## src/rtl/uart_tx_bridge_if.sv

```systemverilog
// Write-side handshake between the core's byte port and the UART TX bridge.
// The core drives {valid,byte} on wr_arg; the bridge returns ready on wr_out.
interface uart_tx_bridge_if #(
  parameter int DATA_W = 8
);
  logic [DATA_W:0] wr_arg;
  logic            wr_out;

  modport master (output wr_arg, input  wr_out);
  modport slave  (input  wr_arg, output wr_out);
endinterface

```

## src/rtl/uart_tx_bridge.sv

```systemverilog
// Buffered UART transmitter: FIFO-fed, LSB-first start/data/[parity]/stop frames.
// Optional parity bit enabled by defining UART_TX_PARITY_EN.
module uart_tx_bridge #(
  parameter int DATA_W       = 8,
  parameter int FIFO_DEPTH   = 16,
  parameter int CLKS_PER_BIT = 16,
  parameter int STOP_BITS    = 1,
  parameter int PARITY_ODD   = 0
) (
  input  logic                              CLK,
  input  logic                              RST,
  uart_tx_bridge_if.slave                   wr,
  output logic                              uart_line_out,
  output logic [$clog2(FIFO_DEPTH+1)-1:0]   fifo_level,
  output logic                              tx_busy,
  output logic                              tx_done
);
  localparam int AW = $clog2(FIFO_DEPTH);
  localparam int LW = $clog2(FIFO_DEPTH+1);
  localparam int CW = $clog2(STOP_BITS*CLKS_PER_BIT);
  localparam int IW = $clog2(DATA_W);
  localparam logic [LW-1:0] FULL      = LW'(FIFO_DEPTH);
  localparam logic [CW-1:0] BIT_LAST  = CW'(CLKS_PER_BIT-1);
  localparam logic [CW-1:0] STOP_LAST = CW'(STOP_BITS*CLKS_PER_BIT-1);
  localparam logic [IW-1:0] IDX_LAST  = IW'(DATA_W-1);

  if (STOP_BITS < 1 || STOP_BITS > 2 || PARITY_ODD < 0 || PARITY_ODD > 1 ||
      CLKS_PER_BIT < 2) begin : g_bad_cfg
    $error("uart_tx_bridge: unsupported STOP_BITS/PARITY_ODD/CLKS_PER_BIT");
  end

`ifdef UART_TX_PARITY_EN
  localparam logic PAR_ODD = (PARITY_ODD != 0);
`endif

  typedef enum logic [2:0] {S_IDLE, S_START, S_DATA, S_PARITY, S_STOP} state_t;

  // ---------------- FIFO ----------------
  logic [DATA_W-1:0] mem [FIFO_DEPTH];
  logic [AW-1:0]     wp, rp;
  logic              push, pop;

  // Ready depends only on the registered level: a pop frees a slot next cycle.
  assign wr.wr_out = (fifo_level != FULL);
  assign push      = wr.wr_arg[DATA_W] && wr.wr_out;

  always_ff @(posedge CLK)
    if (push) mem[wp] <= wr.wr_arg[DATA_W-1:0];

  always_ff @(posedge CLK) begin
    if (RST) begin
      wp         <= '0;
      rp         <= '0;
      fifo_level <= '0;
    end else begin
      if (push) wp <= wp + 1'b1;
      if (pop)  rp <= rp + 1'b1;
      case ({push, pop})
        2'b10:   fifo_level <= fifo_level + 1'b1;
        2'b01:   fifo_level <= fifo_level - 1'b1;
        default: ;
      endcase
    end
  end

  // ---------------- serialiser FSM ----------------
  state_t            state_q, state_d;
  logic [CW-1:0]     cnt_q, cnt_d;
  logic [IW-1:0]     idx_q, idx_d, idx_inc;
  logic [DATA_W-1:0] data_q, data_d;
  logic              line_q, line_d;
  logic              cnt_zero, fifo_ne;

  assign cnt_zero = (cnt_q == '0);
  assign fifo_ne  = (fifo_level != '0);
  assign idx_inc  = idx_q + 1'b1;

  always_ff @(posedge CLK) begin
    if (RST) begin
      state_q <= S_IDLE;
      cnt_q   <= '0;
      idx_q   <= '0;
      data_q  <= '0;
      line_q  <= 1'b1;
    end else begin
      state_q <= state_d;
      cnt_q   <= cnt_d;
      idx_q   <= idx_d;
      data_q  <= data_d;
      line_q  <= line_d;
    end
  end

  always_comb begin
    state_d = state_q;
    cnt_d   = cnt_zero ? cnt_q : cnt_q - 1'b1;
    idx_d   = idx_q;
    data_d  = data_q;
    line_d  = line_q;
    pop     = 1'b0;
    tx_done = 1'b0;
    unique case (state_q)
      S_IDLE: begin
        line_d = 1'b1;
        if (fifo_ne) begin
          pop     = 1'b1;
          data_d  = mem[rp];
          line_d  = 1'b0;
          cnt_d   = BIT_LAST;
          state_d = S_START;
        end
      end
      S_START:
        if (cnt_zero) begin
          line_d  = data_q[0];
          idx_d   = '0;
          cnt_d   = BIT_LAST;
          state_d = S_DATA;
        end
      S_DATA:
        if (cnt_zero) begin
          if (idx_q == IDX_LAST) begin
`ifdef UART_TX_PARITY_EN
            line_d  = ^data_q ^ PAR_ODD;
            cnt_d   = BIT_LAST;
            state_d = S_PARITY;
`else
            line_d  = 1'b1;
            cnt_d   = STOP_LAST;
            state_d = S_STOP;
`endif
          end else begin
            idx_d  = idx_inc;
            line_d = data_q[idx_inc];
            cnt_d  = BIT_LAST;
          end
        end
      S_PARITY:
        if (cnt_zero) begin
          line_d  = 1'b1;
          cnt_d   = STOP_LAST;
          state_d = S_STOP;
        end
      S_STOP:
        if (cnt_zero) begin
          tx_done = 1'b1;
          // Chain straight into the next start bit when more data is waiting.
          if (fifo_ne) begin
            pop     = 1'b1;
            data_d  = mem[rp];
            line_d  = 1'b0;
            cnt_d   = BIT_LAST;
            state_d = S_START;
          end else begin
            line_d  = 1'b1;
            state_d = S_IDLE;
          end
        end
      default: begin
        line_d  = 1'b1;
        state_d = S_IDLE;
      end
    endcase
  end

  assign uart_line_out = line_q;
  assign tx_busy       = (state_q != S_IDLE);
endmodule

```

## src/flat_wrapper.sv

```systemverilog
// flat-port wrapper written by rule: the top's interface ports become plain ports
module uart_tx_bridge_flat 
#(
  parameter int DATA_W       = 8,
  parameter int FIFO_DEPTH   = 16,
  parameter int CLKS_PER_BIT = 16,
  parameter int STOP_BITS    = 1,
  parameter int PARITY_ODD   = 0
)
  (CLK, RST, uart_line_out, fifo_level, tx_busy, tx_done, wr_wr_arg, wr_wr_out);
  uart_tx_bridge_if #(.DATA_W(DATA_W)) wr_i ();
  input  logic CLK;
  input  logic RST;
  output logic uart_line_out;
  output logic [$clog2(FIFO_DEPTH+1)-1:0] fifo_level;
  output logic tx_busy;
  output logic tx_done;
  input wire logic [$bits(wr_i.wr_arg)-1:0] wr_wr_arg;
  output wire logic [$bits(wr_i.wr_out)-1:0] wr_wr_out;
  assign wr_i.wr_arg = wr_wr_arg;
  assign wr_wr_out = wr_i.wr_out;
  uart_tx_bridge #(.DATA_W(DATA_W), .FIFO_DEPTH(FIFO_DEPTH), .CLKS_PER_BIT(CLKS_PER_BIT), .STOP_BITS(STOP_BITS), .PARITY_ODD(PARITY_ODD)) u_core (.CLK(CLK), .RST(RST), .wr(wr_i), .uart_line_out(uart_line_out), .fifo_level(fifo_level), .tx_busy(tx_busy), .tx_done(tx_done));
endmodule
```

## config.mk

```make
export PLATFORM = sky130hd
export DESIGN_NAME = uart_tx_bridge_flat
export DESIGN_NICKNAME = d
export VERILOG_FILES = /design/src/rtl/uart_tx_bridge_if.sv /design/src/rtl/uart_tx_bridge.sv /design/src/flat_wrapper.sv
export SDC_FILE = /design/constraint.sdc
export NUM_CORES = 1
export LEC_CHECK = 0
export ABC_AREA = 0
export CORE_UTILIZATION = 60
export DETAILED_ROUTE_END_ITERATION = 8
export PLACE_DENSITY_LB_ADDON = 0.25
export SKIP_LAST_GASP = 1
export SLEW_MARGIN = 30
export SYNTH_ARGS = -nofsm -noshare
export SYNTH_HDL_FRONTEND = slang
export SYNTH_SLANG_ARGS = --single-unit
```

## constraint.sdc

```tcl
create_clock -name CLK -period 4.3 [get_ports CLK]
set_input_delay 0.86 -clock CLK [delete_from_list [all_inputs] [get_ports CLK]]
set_output_delay 0.86 -clock CLK [all_outputs]
set_load 0.02 [all_outputs]
```

==> metrics.cfg <==
[grt]
antenna_found_initial=0
grt_first_pass_wirelength_mm=19.4
overflow=0
grt_max_degree=33
grt_pass1_vias=3612
grt.total_usage_pct=23.5

[clock_network]
cts.clk_slew.worst_paths_ns=0.06
cts-hold-fix-buffers=0
h-tree-depth=4
cts_resized=0
numCtsBuffers=17
cts_tree=built
clockRootBuffer=clkbuf_16
post_cts_buffers=0
clockBufferDepth=2
clock_sinks=164
clock_latency_ns=0.42

[route]
wl_met2_mm=6.06
drc_errors=0
antenna_left=0
first_pass_iters=4
num_vias=3819
wl_per_cell_microns=20.9
drt_iter0_markers=284
wl_mm=12.8
met1Wirelength_mm=5.81
wl_met3_microns=647
highest_layer=met4
vias_per_cell=6.23

[yosys]
synth.distinct_cells=50
ys_ff_latch=164
synthesis.nets=463
synth_mux_area_share_pct=11.7
syn_inst=440
synthSimpleGateAreaFrac_pct=8.65
synth_ff_type=edfxtp_1
ys_seq_area_share_pct=67.1
synthXorXnorAreaFrac_pct=1.03
syn_area_sq_um=6800
synth-adder-area-share_pct=2.21
synth_top_family_by_area=multiplexers
synth_edf_count=128
syn_avg_cell_area_sq_um=15.5
synthArstFlopShare_pct=0
synth_compound_area_share_pct=6.92
yosysWarnings=0

[timing]
max_slew_margin_pct=36.8
fmax_mhz=291
finalCriticalPeriod_ns=3.43
rsz0062_at_grt=no
tightest_slew_ns=0.944
fin_crit_sh_pct=79.8
setup_violations=0
setup_tns_ns=0
clock-skew-final_ns=0.00864
hold_viol_final=0
maxSlewViolCount=0

[power]
irDropWorstVdd_uv=362
p_leak_uw=0.00253
p_total_uw=4620
pwr_density_cell_nw_per_um2=599

[worst_setup_path]
cp_max_fo=15
end_kind=register
crit_required_ns=4.57
ff2ff_path_depth=13
start_kind=register
path_class=register to register
cp.arrival_ns=3.70

[cells_and_area]
drive_above_1_share_pct=15.9
diodes=0
area_growth_pct=13.4
final_util_pct=70.5
final_cells=613
nFillCells=693
nets=483

[place]
post-place-cells=581
hpwlAfterDp_mm=8.25
io_buffers=19
gp_congestion=0.817

[status]
outcome=finished, final reports clean

[worst_hold_path]
min_path_type=register to register
worstHoldPathCells=2

[floorplanning]
die_h_microns=108
initial_utilization_pct=62.2
die-width_microns=108
die-area_sq_um=11800
rows=38
coreArea_sq_um=10900
io-pin-count=20

[run]
max-cap-violations=0

## worst paths after layout
check	endpoint	slack [ns]	startpoint
setup / recovery	u_core.fifo_level[4]	0.87	u_core.cnt_q[0]
hold / removal	u_core.idx_q[2]	0.47	u_core.idx_q[2]
setup reg to reg	u_core.fifo_level[4]	0.87	u_core.cnt_q[0]
hold reg to reg	u_core.idx_q[2]	0.47	u_core.idx_q[2]
## stage by stage
step           hold WS (ns)  worst slack, ns  cell area (sq um)
2_1_floorplan         0.436             1.20               6800
6_report              0.468            0.867               7710
5_1_grt               0.483            0.557               7710
3_3_place_gp          0.445            0.866               7110
4_1_cts               0.473            0.903               7710
3_5_place_dp          0.458            0.826               7110
## power breakdown
part | total [uW] | internal (uW) | switching, uW
logic | 1120 | 535 | 587
clock network | 1530 | 973 | 560
registers | 1970 | 1830 | 141
total | 4620 | 3330 | 1290
## worst max-delay path, stage by stage (launching register included)
cell and delay (ns):
dfxtp_1 0.33, inv_1 0.08, ha_1 0.20, nor3b_4 0.41, o221ai_2 0.18, inv_1 0.42, ha_1 0.49, xor2_1 0.12
ha_1 0.23, nor4b_1 0.37, nand2_1 0.10, a21oi_1 0.19, or3_1 0.13, a21oi_1 0.06
## per-layer routing
metal	vias to the layer above	GRT usage (%)
met5	-	0
met4	0	11.6
met3	20	5.12
met2	131	34.7
met1	1906	33.3
li1	1762	-
## flip-flops by register name, summed over array words and instances (netlist names), named ones only
signal                flops
u_core.mem              128
u_core.rp                 4
u_core.data_q             8
u_core.cnt_q              4
u_core.fifo_level         5
u_core.idx_q              3
u_core.uart_line_out      1
u_core.wp                 4
u_core.state_q            3
## kinds of logic after synthesis
| logic type | Yosys count |
|---|---|
| buffers and inverters | 37 |
| AOI/OAI and AO/OA | 69 |
| muxes | 37 |
| DFF | 164 |
| xor gates and xnor gates | 8 |
| adders and majority gates | 12 |
| and+or+nand+nor | 113 |
## final cells by class
cell class	instances	area (sq um)	area share, %
clock buffer	27	503	6.52
clock inverter	5	98.8	1.28
inverter	11	41.3	0.535
multi-input combinational	239	2080	26.9
sequential	164	4570	59.2
tap	140	175	2.27
timing repair buffer	27	250	3.24
## Yosys cell counts, drive strengths merged, types with 2 or more instances
| master | count | share of area (%) |
|---|---|---|
| a31oi | 2 | 0.18 |
| nand3b | 4 | 0.44 |
| xor2 | 6 | 0.77 |
| nor2b | 6 | 0.55 |
| nor4b | 2 | 0.26 |
| nand2b | 14 | 1.3 |
| or4 | 3 | 0.39 |
| nand4 | 4 | 0.37 |
| buf | 11 | 0.90 |
| nand2 | 21 | 1.2 |
| nand3 | 2 | 0.15 |
| o221ai | 5 | 0.74 |
| or3 | 2 | 0.18 |
| nor3b | 4 | 0.61 |
| nor3 | 10 | 0.74 |
| edfxtp | 128 | 57 |
| a21oi | 19 | 1.4 |
| xnor2 | 2 | 0.26 |
| dfxtp | 36 | 11 |
| mux4 | 34 | 11 |
| mux2i | 2 | 0.29 |
| o22ai | 9 | 0.83 |
| inv | 11 | 0.61 |
| a22o | 8 | 1.0 |
| ha | 12 | 2.2 |
| clkbuf | 15 | 0.85 |
| nor2 | 36 | 2.0 |
| a221oi | 9 | 1.2 |
| o21ai | 10 | 0.74 |
## layout by cell type (no fill, tap or decap), drive strengths merged, types with 9 or more instances in the layout
| cell type | n |
|---|---|
| inv | 11 |
| a221oi | 9 |
| a21oi | 19 |
| nor3 | 10 |
| ha | 12 |
| o22ai | 9 |
| nor2 | 36 |
| nand2 | 21 |
| clkbuf | 27 |
| edfxtp | 128 |
| o21ai | 10 |
| dfxtp | 36 |
| mux4 | 34 |
| clkdlybuf4s50 | 19 |
| nand2b | 14 |
No activity file was read; power rests on OpenSTA's default activity.
